===== src/rtl/cont_pkg.sv =====
// Shared FSM encoding and default parameter values for the run/pause/step counter sequencer.
// Pure declarations: no logic, no latency, no flow control.
package cont_pkg;

   typedef enum logic [1:0] {
      ST_IDLE  = 2'd0,
      ST_RUN   = 2'd1,
      ST_PAUSE = 2'd2
   } state_t;

   localparam int PRESCALE_DEF = 50_000_000;
   localparam int DEBOUNCE_DEF = 500_000;
   localparam int MOD_DEF      = 8;
   localparam int W_DEF        = 3;

endpackage


===== src/rtl/cont_debounce.sv =====
// Button conditioner: 2-flop synchroniser, stable-level debounce, one-cycle press pulse on accepted 1->0.
// Latency 2 + DEBOUNCE_CYC cycles from pin to pulse; no backpressure, the pulse is never held.
module cont_debounce
   import cont_pkg::*;
#(
   parameter int DEBOUNCE_CYC = DEBOUNCE_DEF
) (
   input  logic clk,
   input  logic rst_n,
   input  logic btn_n,
   output logic press_p
);

   localparam int CW = $clog2(DEBOUNCE_CYC);

   logic          sync0_q, sync1_q;
   logic          lvl_q, lvl_d;
   logic          armed_q, armed_d;
   logic          press_q, press_d;
   logic [1:0]    settle_q, settle_d;
   logic [CW-1:0] cnt_q, cnt_d;

   always_comb begin
      lvl_d    = lvl_q;
      cnt_d    = '0;
      settle_d = {settle_q[0], 1'b1};
      if (sync1_q != lvl_q) begin
         if (cnt_q == CW'(DEBOUNCE_CYC - 1)) begin
            lvl_d = sync1_q;
         end else begin
            cnt_d = cnt_q + 1'b1;
         end
      end
      // Arm only after a genuine released sample, so a button held through reset never fires.
      armed_d = armed_q | (settle_q[1] & lvl_q & sync1_q);
      press_d = armed_q & lvl_q & ~lvl_d;
   end

   always_ff @(posedge clk or negedge rst_n) begin
      if (!rst_n) begin
         sync0_q  <= 1'b1;
         sync1_q  <= 1'b1;
         lvl_q    <= 1'b1;
         armed_q  <= 1'b0;
         press_q  <= 1'b0;
         settle_q <= 2'b00;
         cnt_q    <= '0;
      end else begin
         sync0_q  <= btn_n;
         sync1_q  <= sync0_q;
         lvl_q    <= lvl_d;
         armed_q  <= armed_d;
         press_q  <= press_d;
         settle_q <= settle_d;
         cnt_q    <= cnt_d;
      end
   end

   assign press_p = press_q;

endmodule


===== src/rtl/cont_ctrl.sv =====
// Run/pause/step sequencer owning the modulo count for the HEX4 decoder; CONT_CTRL_AUTORUN_EN adds the prescaled auto-advance.
// Outputs registered one cycle after a command pulse or tick; no backpressure, commands are never queued.
module cont_ctrl
   import cont_pkg::*;
#(
   parameter int PRESCALE     = PRESCALE_DEF,
   parameter int DEBOUNCE_CYC = DEBOUNCE_DEF,
   parameter int MOD          = MOD_DEF,
   parameter int W            = W_DEF
) (
   input  logic         clk,
   input  logic         rst_n,
   input  logic         btn_run_n,
   input  logic         btn_step_n,
   input  logic         up_dn,
   input  logic         clr,
   output logic [W-1:0] count,
   output logic         running,
   output logic         tc
);

   if ((PRESCALE < 2) || (DEBOUNCE_CYC < 2) || (MOD < 2) || (MOD > 2**W)) begin : g_bad_cfg
      $error("cont_ctrl: parameter out of range");
   end

   logic         run_p, step_p;
   logic         dir0_q, dir1_q;
   state_t       state_q, state_d;
   logic [W-1:0] count_q, count_d;
   logic         running_q, running_d;
   logic         tc_q, tc_d;
   logic         adv;
`ifdef CONT_CTRL_AUTORUN_EN
   localparam int PW = $clog2(PRESCALE);
   logic [PW-1:0] presc_q, presc_d;
   logic          tick;
`endif

   cont_debounce #(.DEBOUNCE_CYC(DEBOUNCE_CYC)) u_run_db (
      .clk     (clk),
      .rst_n   (rst_n),
      .btn_n   (btn_run_n),
      .press_p (run_p)
   );

   cont_debounce #(.DEBOUNCE_CYC(DEBOUNCE_CYC)) u_step_db (
      .clk     (clk),
      .rst_n   (rst_n),
      .btn_n   (btn_step_n),
      .press_p (step_p)
   );

   always_comb begin
      state_d = state_q;
      count_d = count_q;
      tc_d    = 1'b0;
      adv     = 1'b0;
`ifdef CONT_CTRL_AUTORUN_EN
      presc_d = presc_q;
      tick    = (presc_q == PW'(PRESCALE - 1));
`endif
      // run_p is tested first everywhere so a simultaneous step is dropped.
      case (state_q)
         ST_IDLE: begin
            count_d = '0;
            if (run_p) begin
               state_d = ST_RUN;
`ifdef CONT_CTRL_AUTORUN_EN
               presc_d = '0;
`endif
            end else if (step_p) begin
               state_d = ST_PAUSE;
               adv     = 1'b1;
            end
         end
         ST_RUN: begin
            if (run_p) begin
               state_d = ST_PAUSE;
            end else begin
`ifdef CONT_CTRL_AUTORUN_EN
               presc_d = tick ? '0 : presc_q + 1'b1;
               adv     = tick;
`else
               adv     = step_p;
`endif
            end
         end
         ST_PAUSE: begin
            if (run_p) begin
               state_d = ST_RUN;
`ifdef CONT_CTRL_AUTORUN_EN
               presc_d = '0;
`endif
            end else begin
               adv = step_p;
            end
         end
         default: state_d = ST_IDLE;
      endcase

      if (adv) begin
         if (dir1_q) begin
            if (count_q == W'(MOD - 1)) begin
               count_d = '0;
               tc_d    = 1'b1;
            end else begin
               count_d = count_q + 1'b1;
            end
         end else begin
            if (count_q == '0) begin
               count_d = W'(MOD - 1);
               tc_d    = 1'b1;
            end else begin
               count_d = count_q - 1'b1;
            end
         end
      end

      if (clr) begin
         state_d = ST_IDLE;
         count_d = '0;
         tc_d    = 1'b0;
`ifdef CONT_CTRL_AUTORUN_EN
         presc_d = '0;
`endif
      end

      running_d = (state_d == ST_RUN);
   end

   always_ff @(posedge clk or negedge rst_n) begin
      if (!rst_n) begin
         dir0_q    <= 1'b1;
         dir1_q    <= 1'b1;
         state_q   <= ST_IDLE;
         count_q   <= '0;
         running_q <= 1'b0;
         tc_q      <= 1'b0;
`ifdef CONT_CTRL_AUTORUN_EN
         presc_q   <= '0;
`endif
      end else begin
         dir0_q    <= up_dn;
         dir1_q    <= dir0_q;
         state_q   <= state_d;
         count_q   <= count_d;
         running_q <= running_d;
         tc_q      <= tc_d;
`ifdef CONT_CTRL_AUTORUN_EN
         presc_q   <= presc_d;
`endif
      end
   end

   assign count   = count_q;
   assign running = running_q;
   assign tc      = tc_q;

endmodule


===== config.mk =====
export PLATFORM = sky130hd
export DESIGN_NAME = cont_ctrl
export DESIGN_NICKNAME = d
export VERILOG_FILES = /design/src/rtl/cont_pkg.sv /design/src/rtl/cont_debounce.sv /design/src/rtl/cont_ctrl.sv
export SDC_FILE = /design/constraint.sdc
export NUM_CORES = 1
export LEC_CHECK = 0
export ABC_AREA = 1
export BUFFER_PORTS_ARGS = -buffer_cell sky130_fd_sc_hd__buf_2
export CAP_MARGIN = 20
export CORE_ASPECT_RATIO = 1.5
export CORE_MARGIN = 2
export CORE_UTILIZATION = 44
export CTS_CLUSTER_SIZE = 30
export DETAILED_ROUTE_END_ITERATION = 8
export PLACE_DENSITY_LB_ADDON = 0.12
export RECOVER_POWER = 25
export SYNTH_ARGS = -nofsm -noshare
export SYNTH_HDL_FRONTEND = slang
export SYNTH_SLANG_ARGS = --single-unit

===== constraint.sdc =====
create_clock -name clk -period 2.1 [get_ports clk]
set_clock_uncertainty 0.2 [all_clocks]
set_input_delay 0 -clock clk [delete_from_list [all_inputs] [get_ports clk]]
set_output_delay 0 -clock clk [all_outputs]
set_load 0.03 [all_outputs]

==> impl_results.md <==
- DRC: 0
- Initial antenna violation count: 0
- Hold wc startpoint: btn_step_n
- Final max-slew violation count: 0
- Setup slack, reg-to-reg: ~0.47 ns
- Outcome: finished, final reports clean
- Syn Nets: slightly above 400
- Routed wire length: between 6 and 7 mm
- Final TNS setup: 0 ns
- CTS root buffer: clkbuf_8
- R2r endpoint: u_run_db.cnt_q[5]$_DFF_PN0_
- Num CTS Buffers: 9
- Area grow syn2layout: 14.8%
- Die W: ~73 um
- Area leader, netlist: dfrtp_1
- Synth cell types: 29
- Number of enable flip-flop cells after synthesis: 0
- First-pass GRT wire length: 10.8 mm
- Worst-Skew Late Latency: ~0.34 ns
- Count leader, synth: nor2_1
- Die Area: approximately 7700 sq um
- Asr flop ratio synth: 100%
- Synth cell count leaders: 95 x nor2_1, 73 x nand2_1, 51 x dfrtp_1, 44 x inv_1, 26 x nand3_1
- Crit start category: input port
- Cts repair resizes: 0
- FMAX: 605 MHz
- Core area: between 6000 and 7000 sq um
- Setup-failing EPs final: 0
- WP data arrival: 1.83 ns
- WL per Instance: 12.6 um
- Buffers on Ports: 10
- Worst r2r src: u_run_db.cnt_q[0]$_DFF_PN0_
- Vias in the first global route: about 2500
- Syn Inst Count: between 300 and 400
- Most common flop cell mapped by yosys: dfrtp_1
- Synth warn: 0
- PD cells: roughly 700 nW/um^2
- Worst reg2reg path depth: 6
- Worst hold stages: 2
- Die Span Y: approximately 110 um
- Crit Path Class: input port to asynchronous set/reset pin
- Maximum VDD drop: 443 uV
- Area of the mapped netlist: around 3100 sq um
- Post-route cell area: around 3600 sq um
- Htree depth: 3
- Nets@finish: about 430
- Final HPWL DP: 4.78 mm
- Top Ports: 11
- Post-synthesis sequential area ratio: between 40 and 50%
- Worst-path maximum fanout: a little under 60
- Share of the synthesized area in the top cell type: 41.2%
- Worst Tran Pin Value: about 0.8 ns
- Initial DRC Count: 79
- Vias: approximately 2500
- Hold Path Class: input port to flip-flop
- Via density per instance: roughly 5
- Clk buf depth: 2
- Final Hold Fails: 0
- Clock slew at reported path FFs: around 0.070 ns
- Layout cells sized above 1: between 10 and 15%
- Drt first pass iters: 4
- Total grt overflow: 0
- Max Cap Violations: 0
- Largest net degree at the start of global routing: 60
- Post-Place Cell Area: roughly 3300 sq um
- Yosys reg bits: between 50 and 60
- Leakage: roughly 1.6 nW
- WP data required: approximately 2.3 ns
- Post-Syn Area per Cell: 7.89 sq um
- Final ANT Viol Nets: 0
- TritonCTS clock tree: done
- Tcrit/Tclk final: 78.6%
- Worst min-delay path endpoint: u_step_db.sync0_q$_DFF_PN1_
- Placer Congestion: 0.861
- Top post-synthesis cells by area: dfrtp_1 41%, nor2_1 12%, nand2_1 8.8%, dfstp_2 6.8%, inv_1 5.3%
- # rows: 37
- Worst slew margin: 46.9%
- Worst Setup End Kind: asynchronous set/reset pin
- Period minus WS final: approximately 1.7 ns
- Antenna Cells: 0
- Num Clock Sinks: 59
- Starting Density: between 40% and 50%
- RSZ-0062 raised after global routing: false
- Global-route usage over all layers: a little under a fifth
[cell families after synthesis]
group | count (synthesis) | share of synthesized area (%)
fa+ha+maj | 6 | 2.42
simple gates | 237 | 33.7
compound gates | 25 | 4.80
flops | 59 | 47.9
buf+inv | 47 | 5.69
other cells | 1 | 0.121
xor+xnor | 18 | 5.33
[sequential cells by signal (all words and copies together), names as in the netlist, 2 cells and up]
signal / count
u_run_db.cnt_q: 19
state_q: 2
count: 3
u_step_db.cnt_q: 19
[layout by cell type (no fill, tap or decap), drive strengths merged, types with 3 or more instances in the layout]
| cell | count |
|---|---|
| nor2 | 108 |
| nand2 | 85 |
| dfrtp | 51 |
| inv | 48 |
| nand3 | 26 |
| clkbuf | 16 |
| xor2 | 13 |
| o21ai | 12 |
| a21oi | 8 |
| dfstp | 8 |
| nor3 | 7 |
| ha | 6 |
| dlygate4sd3 | 6 |
| xnor2 | 5 |
| buf | 5 |
| nand4 | 4 |
| bufinv | 3 |
[worst max-delay path, stage by stage]
cell and delay (ns):
dlygate4sd3_1 0.51, buf_2 0.09, dlygate4sd3_1 0.54, clkbuf_4 0.64
[worst max-delay path by stage]
stage	from	endpoint	cells past startpoint
2_1_floorplan	count[0]$_DFFE_PN0P_	count[2]$_DFFE_PN0P_	6
3_3_place_gp	u_run_db.cnt_q[0]$_DFF_PN0_	u_run_db.cnt_q[5]$_DFF_PN0_	6
3_5_place_dp	u_run_db.cnt_q[0]$_DFF_PN0_	u_run_db.cnt_q[5]$_DFF_PN0_	6
4_1_cts	u_run_db.cnt_q[0]$_DFF_PN0_	u_run_db.cnt_q[5]$_DFF_PN0_	6
5_1_grt	rst_n	u_run_db.cnt_q[0]$_DFF_PN0_	4
6_report	rst_n	u_run_db.cnt_q[8]$_DFF_PN0_	4
[power by group]
part / switching, W / internal, W
clock network: 0.000458 / 0.000822
logic: 0.0000520 / 0.0000256
registers: 0.0000118 / 0.00116
[layer usage]
| layer | vias to the layer above | GRT usage (%) | share of wire, % |
|---|---|---|---|
| met2 | 28 | 33.8 | 55 |
| met3 | 21 | 4.23 | 2.1 |
| met5 | - | 0 | 0 |
| met4 | 0 | 10.7 | 4.0 |
| li1 | 1278 | - | - |
| met1 | 1123 | 17.9 | 39 |
[final cells by class]
class	instances	area, sq um
clock inverter	6	111
clock buffer	10	138
timing repair buffer	17	111
sequential	59	1490
inverter	47	176
fill	665	3290
tap	78	97.6
multi-input combinational	287	1440
[repair_timing]
action / in CTS / in global routing
hold endpoints to repair: 69 / 0
buffers inserted: 0 / 0
hold buffers: 6 / 0
[metrics by stage]
stage | worst slack [ns] | total power (W) | hold WS (ns) | utilization (%) | cells
2_1_floorplan | 0.505 | 0.00122 | -0.496 | - | 393
3_3_place_gp | 0.496 | 0.00126 | -0.169 | 47.7 | 482
3_5_place_dp | 0.470 | 0.00127 | -0.169 | 47.7 | 482
4_1_cts | 0.455 | 0.00257 | 0.0773 | 52.2 | 504
5_1_grt | 0.246 | 0.00263 | 0.0990 | 51.9 | 504
6_report | 0.448 | 0.00253 | 0.100 | 51.9 | 504
No activity file was read; power rests on OpenSTA's default activity.
